**config.mk**
```make
export PLATFORM = sky130hd
export DESIGN_NAME = uart_imem_loader_flat
export DESIGN_NICKNAME = d
export VERILOG_FILES = /design/src/rtl/uart_imem_loader_if.sv /design/src/rtl/uart_imem_loader.sv /design/src/flat_wrapper.sv
export SDC_FILE = /design/constraint.sdc
export NUM_CORES = 1
export LEC_CHECK = 0
export CAP_MARGIN = 20
export CORE_MARGIN = 3
export CORE_UTILIZATION = 54
export DETAILED_ROUTE_END_ITERATION = 6
export PLACE_DENSITY = 0.79
export SYNTH_ARGS = -nofsm -noshare
export SYNTH_HDL_FRONTEND = slang
export SYNTH_SLANG_ARGS = --single-unit
```
**constraint.sdc**
```tcl
create_clock -name clk -period 3.4 [get_ports clk]
set_clock_uncertainty 0.05 [all_clocks]
set_input_delay 0.34 -clock clk [delete_from_list [all_inputs] [get_ports clk]]
set_output_delay 0.34 -clock clk [all_outputs]
set_load 0.02 [all_outputs]
```
**src/rtl/uart_imem_loader_if.sv**
```systemverilog
// Instruction-memory write port driven by the UART program loader.
// Kept free of clocks so it can be muxed straight onto the imem write port.
interface uart_imem_loader_if;
  logic        imem_we;
  logic [31:0] imem_addr;
  logic [31:0] imem_wdata;

  modport master (output imem_we, output imem_addr, output imem_wdata);
  modport slave  (input  imem_we, input  imem_addr, input  imem_wdata);
endinterface

```
**src/rtl/uart_imem_loader.sv**
```systemverilog
// 8N1 UART receiver plus frame parser that streams a little-endian program
// image into instruction memory while holding the core in reset.
module uart_imem_loader #(
  parameter int CLKS_PER_BIT = 434,
  parameter int DEPTH_WORDS  = 256
) (
  input  logic                       clk,
  input  logic                       reset,
  input  logic                       rx,
  uart_imem_loader_if.master         bus,
  output logic                       cpu_hold,
  output logic                       done,
  output logic                       error,
  output logic [15:0]                word_count
);

  localparam int HALF = CLKS_PER_BIT / 2;
  localparam int CW   = $clog2(CLKS_PER_BIT);

  typedef enum logic [1:0] {RX_IDLE, RX_START, RX_DATA, RX_STOP} rx_state_t;
  typedef enum logic [2:0] {
    F_WAIT_SYNC, F_LEN_LO, F_LEN_HI, F_DATA, F_WRITE, F_DONE, F_ERROR
  } frame_state_t;

  logic          rx_meta, rx_sync;
  rx_state_t     rx_state, rx_next;
  logic [CW-1:0] clk_cnt;
  logic [2:0]    bit_idx;
  logic [7:0]    rx_shift;
  logic          rx_tick, byte_valid, frame_err;

  frame_state_t  f_state, f_next;
  logic [15:0]   len;
  logic [15:0]   len_word;
  logic [1:0]    byte_idx;
  logic [31:0]   word_buf;

  // NOTE: sequential state uses non-blocking assignments so every flop
  // samples pre-edge values regardless of process ordering.
  always_ff @(posedge clk) begin
    if (reset) begin
      rx_meta <= 1'b1;
      rx_sync <= 1'b1;
    end else begin
      rx_meta <= rx;
      rx_sync <= rx_meta;
    end
  end

  // ---------------- RX FSM ----------------
  always_ff @(posedge clk) begin
    if (reset) begin
      rx_state <= RX_IDLE;
      clk_cnt  <= '0;
      bit_idx  <= '0;
      rx_shift <= '0;
    end else begin
      rx_state <= rx_next;
      clk_cnt  <= (rx_state == RX_IDLE || rx_tick) ? '0 : clk_cnt + 1'b1;
      if (rx_state == RX_START) bit_idx <= '0;
      if (rx_state == RX_DATA && rx_tick) begin
        rx_shift <= {rx_sync, rx_shift[7:1]};
        bit_idx  <= bit_idx + 1'b1;
      end
    end
  end

  // NOTE: every combinational output gets a default first, so no path
  // through the case statements can infer a latch.
  always_comb begin
    rx_next = rx_state;
    case (rx_state)
      RX_IDLE:  if (!rx_sync) rx_next = RX_START;
      RX_START: if (rx_tick) rx_next = rx_sync ? RX_IDLE : RX_DATA;
      RX_DATA:  if (rx_tick && bit_idx == 3'd7) rx_next = RX_STOP;
      RX_STOP:  if (rx_tick) rx_next = RX_IDLE;
      default:  rx_next = RX_IDLE;
    endcase
  end

  // Start bit is re-sampled at half a bit; the synchronizer delay is
  // absorbed in the -1 and keeps later samples near bit centre.
  always_comb begin
    rx_tick = 1'b0;
    case (rx_state)
      RX_START:         rx_tick = (clk_cnt == CW'(HALF - 1));
      RX_DATA, RX_STOP: rx_tick = (clk_cnt == CW'(CLKS_PER_BIT - 1));
      default:          rx_tick = 1'b0;
    endcase
    byte_valid = (rx_state == RX_STOP) && rx_tick && rx_sync;
    frame_err  = (rx_state == RX_STOP) && rx_tick && !rx_sync;
  end

  // ---------------- Frame FSM ----------------
  assign len_word = {rx_shift, len[7:0]};

  always_ff @(posedge clk) begin
    if (reset) f_state <= F_WAIT_SYNC;
    else       f_state <= f_next;
  end

  always_comb begin
    f_next = f_state;
    if (frame_err && f_state != F_DONE) begin
      f_next = F_ERROR;
    end else begin
      case (f_state)
        F_WAIT_SYNC: if (byte_valid && rx_shift == 8'hA5) f_next = F_LEN_LO;
        F_LEN_LO:    if (byte_valid) f_next = F_LEN_HI;
        F_LEN_HI: begin
          if (byte_valid) begin
            if (len_word == 16'd0)                   f_next = F_DONE;
            else if (int'(len_word) > DEPTH_WORDS)   f_next = F_ERROR;
            else                                     f_next = F_DATA;
          end
        end
        F_DATA:      if (byte_valid && byte_idx == 2'd3) f_next = F_WRITE;
        // word_count has already advanced when this state is reached.
        F_WRITE:     f_next = (word_count == len) ? F_DONE : F_DATA;
        default:     f_next = f_state;
      endcase
    end
  end

  always_comb begin
    bus.imem_we = (f_state == F_WRITE);
    done        = (f_state == F_DONE);
    error       = (f_state == F_ERROR);
    cpu_hold    = (f_state != F_DONE);
  end

  // Bytes shift in from the top so the first byte lands in bits [7:0].
  always_ff @(posedge clk) begin
    if (reset) begin
      len            <= '0;
      byte_idx       <= '0;
      word_buf       <= '0;
      word_count     <= '0;
      bus.imem_addr  <= '0;
      bus.imem_wdata <= '0;
    end else if (byte_valid) begin
      case (f_state)
        F_LEN_LO: len[7:0] <= rx_shift;
        F_LEN_HI: begin
          len[15:8] <= rx_shift;
          byte_idx  <= '0;
        end
        F_DATA: begin
          byte_idx <= byte_idx + 1'b1;
          word_buf <= {rx_shift, word_buf[31:8]};
          if (byte_idx == 2'd3) begin
            bus.imem_wdata <= {rx_shift, word_buf[31:8]};
            bus.imem_addr  <= {14'b0, word_count, 2'b00};
            word_count     <= word_count + 1'b1;
          end
        end
        default: ;
      endcase
    end
  end

endmodule

```
**src/flat_wrapper.sv**
```systemverilog
// flat-port wrapper written by rule: the top's interface ports become plain ports
module uart_imem_loader_flat 
#(
  parameter int CLKS_PER_BIT = 434,
  parameter int DEPTH_WORDS  = 256
)
  (clk, reset, rx, cpu_hold, done, error, word_count, bus_imem_we, bus_imem_addr, bus_imem_wdata);
  uart_imem_loader_if bus_i ();
  input  logic clk;
  input  logic reset;
  input  logic rx;
  output logic cpu_hold;
  output logic done;
  output logic error;
  output logic [15:0] word_count;
  output wire logic [$bits(bus_i.imem_we)-1:0] bus_imem_we;
  output wire logic [$bits(bus_i.imem_addr)-1:0] bus_imem_addr;
  output wire logic [$bits(bus_i.imem_wdata)-1:0] bus_imem_wdata;
  assign bus_imem_we = bus_i.imem_we;
  assign bus_imem_addr = bus_i.imem_addr;
  assign bus_imem_wdata = bus_i.imem_wdata;
  uart_imem_loader #(.CLKS_PER_BIT(CLKS_PER_BIT), .DEPTH_WORDS(DEPTH_WORDS)) u_core (.clk(clk), .reset(reset), .rx(rx), .bus(bus_i), .cpu_hold(cpu_hold), .done(done), .error(error), .word_count(word_count));
endmodule
```
==> results.yml, run 1 <==
run_status:
  outcome: "finished clean"
floorplanning:
  design.core.area_mm2: 0.00995
  die_y_um: 108
  io_pins: 87
  die_area_mm2: 0.0117
  fp.dieW_um: 108
  initial_core_util_pct: 56.8
  rows: 36
clocking:
  clk_path_buf_depth: 2
  clock_latency_ps: 520
  htree_levels: 4
  clk_pin_slew_ps: 60
  cts_tree: "built"
  cts_resized: 0
  cts-root-buf: "clkbuf_8"
  ctsHoldBuffers: 0
  clock-sinks: 133
  cts_buffers: 17
  post_cts_buffers: 0
grt:
  grt_use_met1_pct: 30.0
  antenna_found_initial: 0
  grt_pass1_vias: 4663
  gr-total-overflow: 0
  grt_max_degree: 65
  grt_pass1_wl_mm: 22.3
  top_usage_layer: "met2"
  gr-usage-met3_pct: 4.84
  grtUsageTotal_pct: 23.8
  met2_usage_pct: 40.4
sta:
  fmax_mhz: 361
  min_period_ps: 2770
  hold_viol_final: 0
  max_slew_margin_pct: 45.4
  fin_crit_sh_pct: 81.5
  worstMarginPinSlew_ps: 815
  fin_tns_setup_ps: 0
  rsz0062_at_grt: "false"
  maxSlewViolCount: 0
  whs_ps: 287
  finalSetupViolCount: 0
synthesis:
  async_flop_share_pct: 0
  yosys.area.top_type_share_pct: 47.1
  ys_seq_area_share_pct: 47.1
  avgSynthCellArea_um2: 8.27
  syn_area_mm2: 0.00565
  synth-seq-cells: 133
  synth_ff_type: "dfxtp_1"
  ys_warn_count: 0
  synth_edf_count: 0
  synthCells: 684
  synth_cell_types: 50
  netlist_top_cells_area: "dfxtp_1 47%, a21oi_1 7.6%, nand2_1 7.4%"
  synth_top_area_cell: "dfxtp_1"
layout:
  antennaDiodeCount: 0
  drive_gt1_share_pct: 6.91
  fillCellCount: 787
  synthToLayoutAreaGrowth_pct: 21.5
  fin_nets: 733
setup_path:
  crit_path_top_delay_cell: "and4_2"
  required_ps: 3800
  critPathCaptureType: "register"
  cpPeakStageDelay_ps: 680
  path_cells: "nand4bb_1 -> nor4_1 -> and4_2 -> buf_12 -> nand3_1 -> a21oi_1"
  path_max_fanout: 46
  worstSetupPathType: "reg2reg"
  startpoint_type: "register"
  arrival_ps: 3170
power:
  p_sw_mw: 0.777
  switching_share_pct: 23.3
  p_leak_nw: 2.33
  p_per_area_mw_per_mm2: 485
  sequentialPowerShare_pct: 47.0
  ir_worst_vdd_v: 0.000260
  pwr-share-comb_pct: 1.5
  p_clk_share_pct: 51.5
  intPower_mw: 2.55
placement:
  dp_hpwl_mm: 8.68
  portBuffers: 70
  gp_congestion: 0.861
routing:
  vias_per_cell: 5.70
  wl_mm: 13.6
  drc_errors: 0
  first_pass_iters: 5
  wire_per_inst_um: 15.6
  detail-route-antenna-nets: 0
  vias: 4963
  dr.first_iter.drc_count: 279
worst_hold_path:
  hold_path.class: "in2reg"
run:
  maxCapViolCount: 0
## stage by stage
step                instance area (um^2)  power [mW]  std cells  utilization [%]  worst slack, ps
floorplan                           5710        1.65        699                -             1010
finish                              6870        3.33        871             69.0              630
global route                        6870        3.42        871             69.0              335
detailed placement                  6310        1.65        839             63.4              717
CTS                                 6870        3.34        871             69.0              623
global placement                    6310        1.65        839             63.4              823
## per-layer routing
| layer | vias to the layer above | routed length, um |
|---|---|---|
| li1 | 2407 | - |
| met1 | 2314 | 5930 |
| met2 | 215 | 6560 |
| met3 | 27 | 917 |
| met4 | 0 | 205 |
| met5 | - | 0 |
## registers in the layout (all words and copies together), names as in the netlist, named ones only
signal and flops:
u_core.clk_cnt 9, u_core.rx_sync 1, u_core.rx_shift 8, u_core.rx_state 1, u_core.word_buf 24, u_core.rx_meta 1, u_core.word_count 16, u_core.bus.imem_wdata 32
u_core.bit_idx 3, u_core.f_state 3, u_core.bus.imem_addr 16, u_core.byte_idx 2, u_core.len 16
## area by class of cell
cell class,instances,area [um^2],share of cell area (%)
Clock buffer,17,414,6.03
Inverter,11,41.3,0.601
Sequential cell,133,2660,38.8
Timing Repair Buffer,77,763,11.1
Clock inverter,15,145,2.11
Multi-Input combinational cell,485,2680,39.0
Tap cell,133,166,2.42
## cell families after synthesis
family | Yosys count | synth area share [%]
compound gates | 123 | 12.1
xor+xnor | 28 | 4.34
fa+ha+maj | 5 | 1.11
buf+inv | 81 | 6.62
flops | 133 | 47.1
mux | 26 | 4.62
other cells | 1 | 0.0663
simple gates | 287 | 24.1
## critical path: cells and delay by family, from the launching register on
family                 cells  cell delay (ps)
buffers and inverters      1              290
DFF                        1              350
and+or+nand+nor            4             1770
AOI/OAI and AO/OA          1              200
## cells in the final DEF (no fill, tap or decap), drive strengths merged, types with 3 or more instances in the layout
master,synthesis,routed
nand4,13,13
dfxtp,133,133
or4,6,6
or3,11,11
xnor2,21,21
clkinvlp,0,4
xor2,7,7
and4,3,3
nor2b,3,3
nand3,57,57
clkinv,0,4
and3,4,4
nor2,53,53
nor4,9,9
buf,18,8
or2,3,3
clkdlybuf4s50,0,69
o21ai,15,15
clkbuf,52,17
nand2,112,112
conb,1,16
a21oi,86,86
o31ai,3,3
ha,5,5
a22oi,4,4
mux2i,25,25
nor3,4,4
inv,11,17
## power by group through the flow
stage | registers [mW] | clock network, mW | logic, mW
2_1_floorplan | 1.60 | 0 | 0.0581
3_3_place_gp | 1.60 | 0 | 0.0479
3_5_place_dp | 1.60 | 0 | 0.0488
4_1_cts | 1.56 | 1.73 | 0.0490
5_1_grt | 1.56 | 1.80 | 0.0546
6_report | 1.57 | 1.72 | 0.0499
## cell usage after synthesis, types with 4 or more instances
library cell,instances
dfxtp_1,133
nand2_1,112
a21oi_1,86
nand3_1,57
nor2_1,53
clkbuf_1,51
mux2i_1,25
xnor2_1,21
buf_4,16
o21ai_0,15
nand4_1,13
inv_1,11
or3_1,10
nor4_1,9
xor2_1,7
ha_1,5
or4_1,5
a22oi_1,4
and3_1,4
## path summary, 6_finish.rpt
kind                                      from  slack (ps)                                      to  cells past startpoint
hold reg to reg      u_core.rx_meta$_SDFF_PP1_         360               u_core.rx_sync$_SDFF_PP1_                      1
setup reg to reg  u_core.clk_cnt[2]$_SDFF_PP0_         630  u_core.bus.imem_wdata[24]$_SDFFE_PP0P_                      6
setup / recovery  u_core.clk_cnt[2]$_SDFF_PP0_         630  u_core.bus.imem_wdata[24]$_SDFFE_PP0P_                      6
hold / removal                           reset         290              u_core.len[4]$_SDFFE_PP0P_                      2
No activity file was read; power rests on OpenSTA's default activity.
==> inputs of run 2 (changes only) <==
==> constraint.sdc (replaced) <==
create_clock -name clk -period 2.7 [get_ports clk]
set_clock_uncertainty 0.05 [all_clocks]
set_input_delay 0.27 -clock clk [delete_from_list [all_inputs] [get_ports clk]]
set_output_delay 0.27 -clock clk [all_outputs]
set_load 0.02 [all_outputs]
==> run 2 against run 1 <==
Net effect:
- clock power up 26%
- critical path type unchanged
- die area unchanged
- worst hold slack worse by 180 ps
- register-to-register slack worse by 410 ps
- clock-buffer cell count up 5
- sequential share of layout area down 0.26 points
- via count up 0.46%
- global-route usage down 0.27 points
- combinational power up 33%
- total power up 26%
==> results.yml, run 2 (synthesis results as in run 1) <==
setup_path:
  worstSetupPathType: "reg2reg"
  startpoint_type: "register"
  reg2reg_depth: 5
  required_ps: 3110
  critPathCaptureType: "register"
  path_max_fanout: 8
  arrival_ps: 2890
floorplanning:
  initial_core_util_pct: 56.8
  die_y_um: 108
  fp.dieW_um: 108
  die_area_mm2: 0.0117
  rows: 36
  design.core.area_mm2: 0.00995
  io_pins: 87
run_status:
  outcome: "finished clean"
layout:
  largest_register_ffs: 32
  antennaDiodeCount: 0
  final_common_cell: "dfxtp_1"
  fin_nets: 740
  final_cell_mix: "132 x dfxtp_1, 112 x nand2_1, 86 x a21oi_1"
  regMostFlops: "u_core.bus.imem_wdata"
  reg_top3: "u_core.bus.imem_wdata: 32 flops, u_core.word_buf: 24 flops"
  synthToLayoutAreaGrowth_pct: 22.4
  drive_gt1_share_pct: 7.27
  layout.cells.non_filler: 876
sta:
  maxSlewViolCount: 0
  finalSetupViolCount: 0
  rsz0062_at_grt: "false"
  worstMarginPinSlew_ps: 623
  fin_crit_sh_pct: 92.0
  max_slew_margin_pct: 58.1
  fmax_mhz: 403
  min_period_ps: 2480
  fin_tns_setup_ps: 0
  hold_viol_final: 0
power:
  p_per_area_mw_per_mm2: 607
  ir_worst_vdd_v: 0.000344
  p_leak_nw: 2.37
  power_mw: 4.20
routing:
  wl_mm: 13.3
  wire_per_inst_um: 15.2
  first_pass_iters: 5
  drc_errors: 0
  vias: 4986
  dr.first_iter.drc_count: 330
  detail-route-antenna-nets: 0
  vias_per_cell: 5.69
clocking:
  post_cts_buffers: 0
  cts_buffers: 17
  clock-sinks: 133
  clk_pin_slew_ps: 60
  cts_tree: "built"
  htree_levels: 4
  clock_latency_ps: 530
  ctsHoldBuffers: 0
  clk_path_buf_depth: 2
  cts-root-buf: "clkbuf_8"
grt:
  grtUsageTotal_pct: 23.5
  grt_pass1_vias: 4595
  grt_pass1_wl_mm: 22.0
  grt_max_degree: 73
  antenna_found_initial: 0
  gr-total-overflow: 0
placement:
  gp_congestion: 0.861
  dp.cells: 846
  dp_hpwl_mm: 8.82
  portBuffers: 70
worst_hold_path:
  holdPathStages: 2
  hold_path.class: "in2reg"
run:
  maxCapViolCount: 0
==> run 2: cell types whose count changed in the layout (fill, tap and decap cells not counted), moves of 2 or more <==
cell and delta:
clkinvlp_4 -2, buf_4 +7, clkbuf_8 +2, inv_6 -4
clkbuf_1 +3, inv_8 -2
==> run 2: metrics by stage <==
stage	instance area [um^2]	hold slack, ps	utilization, %	worst slack [ps]
6_report	6920	110	69.5	217
5_1_grt	6920	125	69.5	93.3
4_1_cts	6920	92.9	69.5	129
3_5_place_dp	6360	380	63.9	262
3_3_place_gp	6360	351	63.9	325
2_1_floorplan	5710	324	-	315
==> run 2: what timing repair did <==
item	4_1_cts	5_1_grt
resized for setup	0	1
setup endpoints to repair	0	1
hold endpoints to repair	0	0
==> run 2: report_power, final <==
| part | total [mW] | internal [mW] | switching [mW] |
|---|---|---|---|
| clock network | 2.16 | 1.35 | 0.812 |
| registers | 1.97 | 1.97 | 0.00296 |
| logic | 0.0663 | 0.00991 | 0.0564 |
| total | 4.20 | 3.33 | 0.871 |
==> run 2: area by class of cell <==
cell class / instances / area [um^2]
clock buffers: 22 / 453
clock inverters: 8 / 103
fillers: 782 / 3030
inverters: 11 / 41.3
multi-input cells: 485 / 2680
flip-flops and latches: 133 / 2660
well taps: 133 / 166
repair buffers: 84 / 816
==> run 2: worst paths after layout <==
path | start | endpoint | slack, ps
worst max register to register | u_core.clk_cnt[0]$_SDFF_PP0_ | u_core.word_count[14]$_SDFFE_PP0P_ | 220
worst min-delay path | reset | u_core.len[2]$_SDFFE_PP0P_ | 110
worst max-delay path | u_core.clk_cnt[0]$_SDFF_PP0_ | u_core.word_count[14]$_SDFFE_PP0P_ | 220
worst min register to register | u_core.rx_meta$_SDFF_PP1_ | u_core.rx_sync$_SDFF_PP1_ | 380
==> run 2: critical path, cell delays in order, from the launching register on <==
cell and delay, ps:
dfxtp_1 460, nand4b_2 210, or4_4 620, or3_1 480
or4_1 440, a21oi_1 150
==> run 2: layer usage <==
layer / up-vias / wire length [um] / share of wire [%] / GRT usage, %
met2: 182 / 6500 / 49 / 38.8
met3: 23 / 790 / 5.9 / 5.85
met1: 2356 / 5830 / 44 / 30.2
met4: 0 / 199 / 1.5 / 7.66
li1: 2425 / - / - / -
met5: - / 0 / 0 / 0
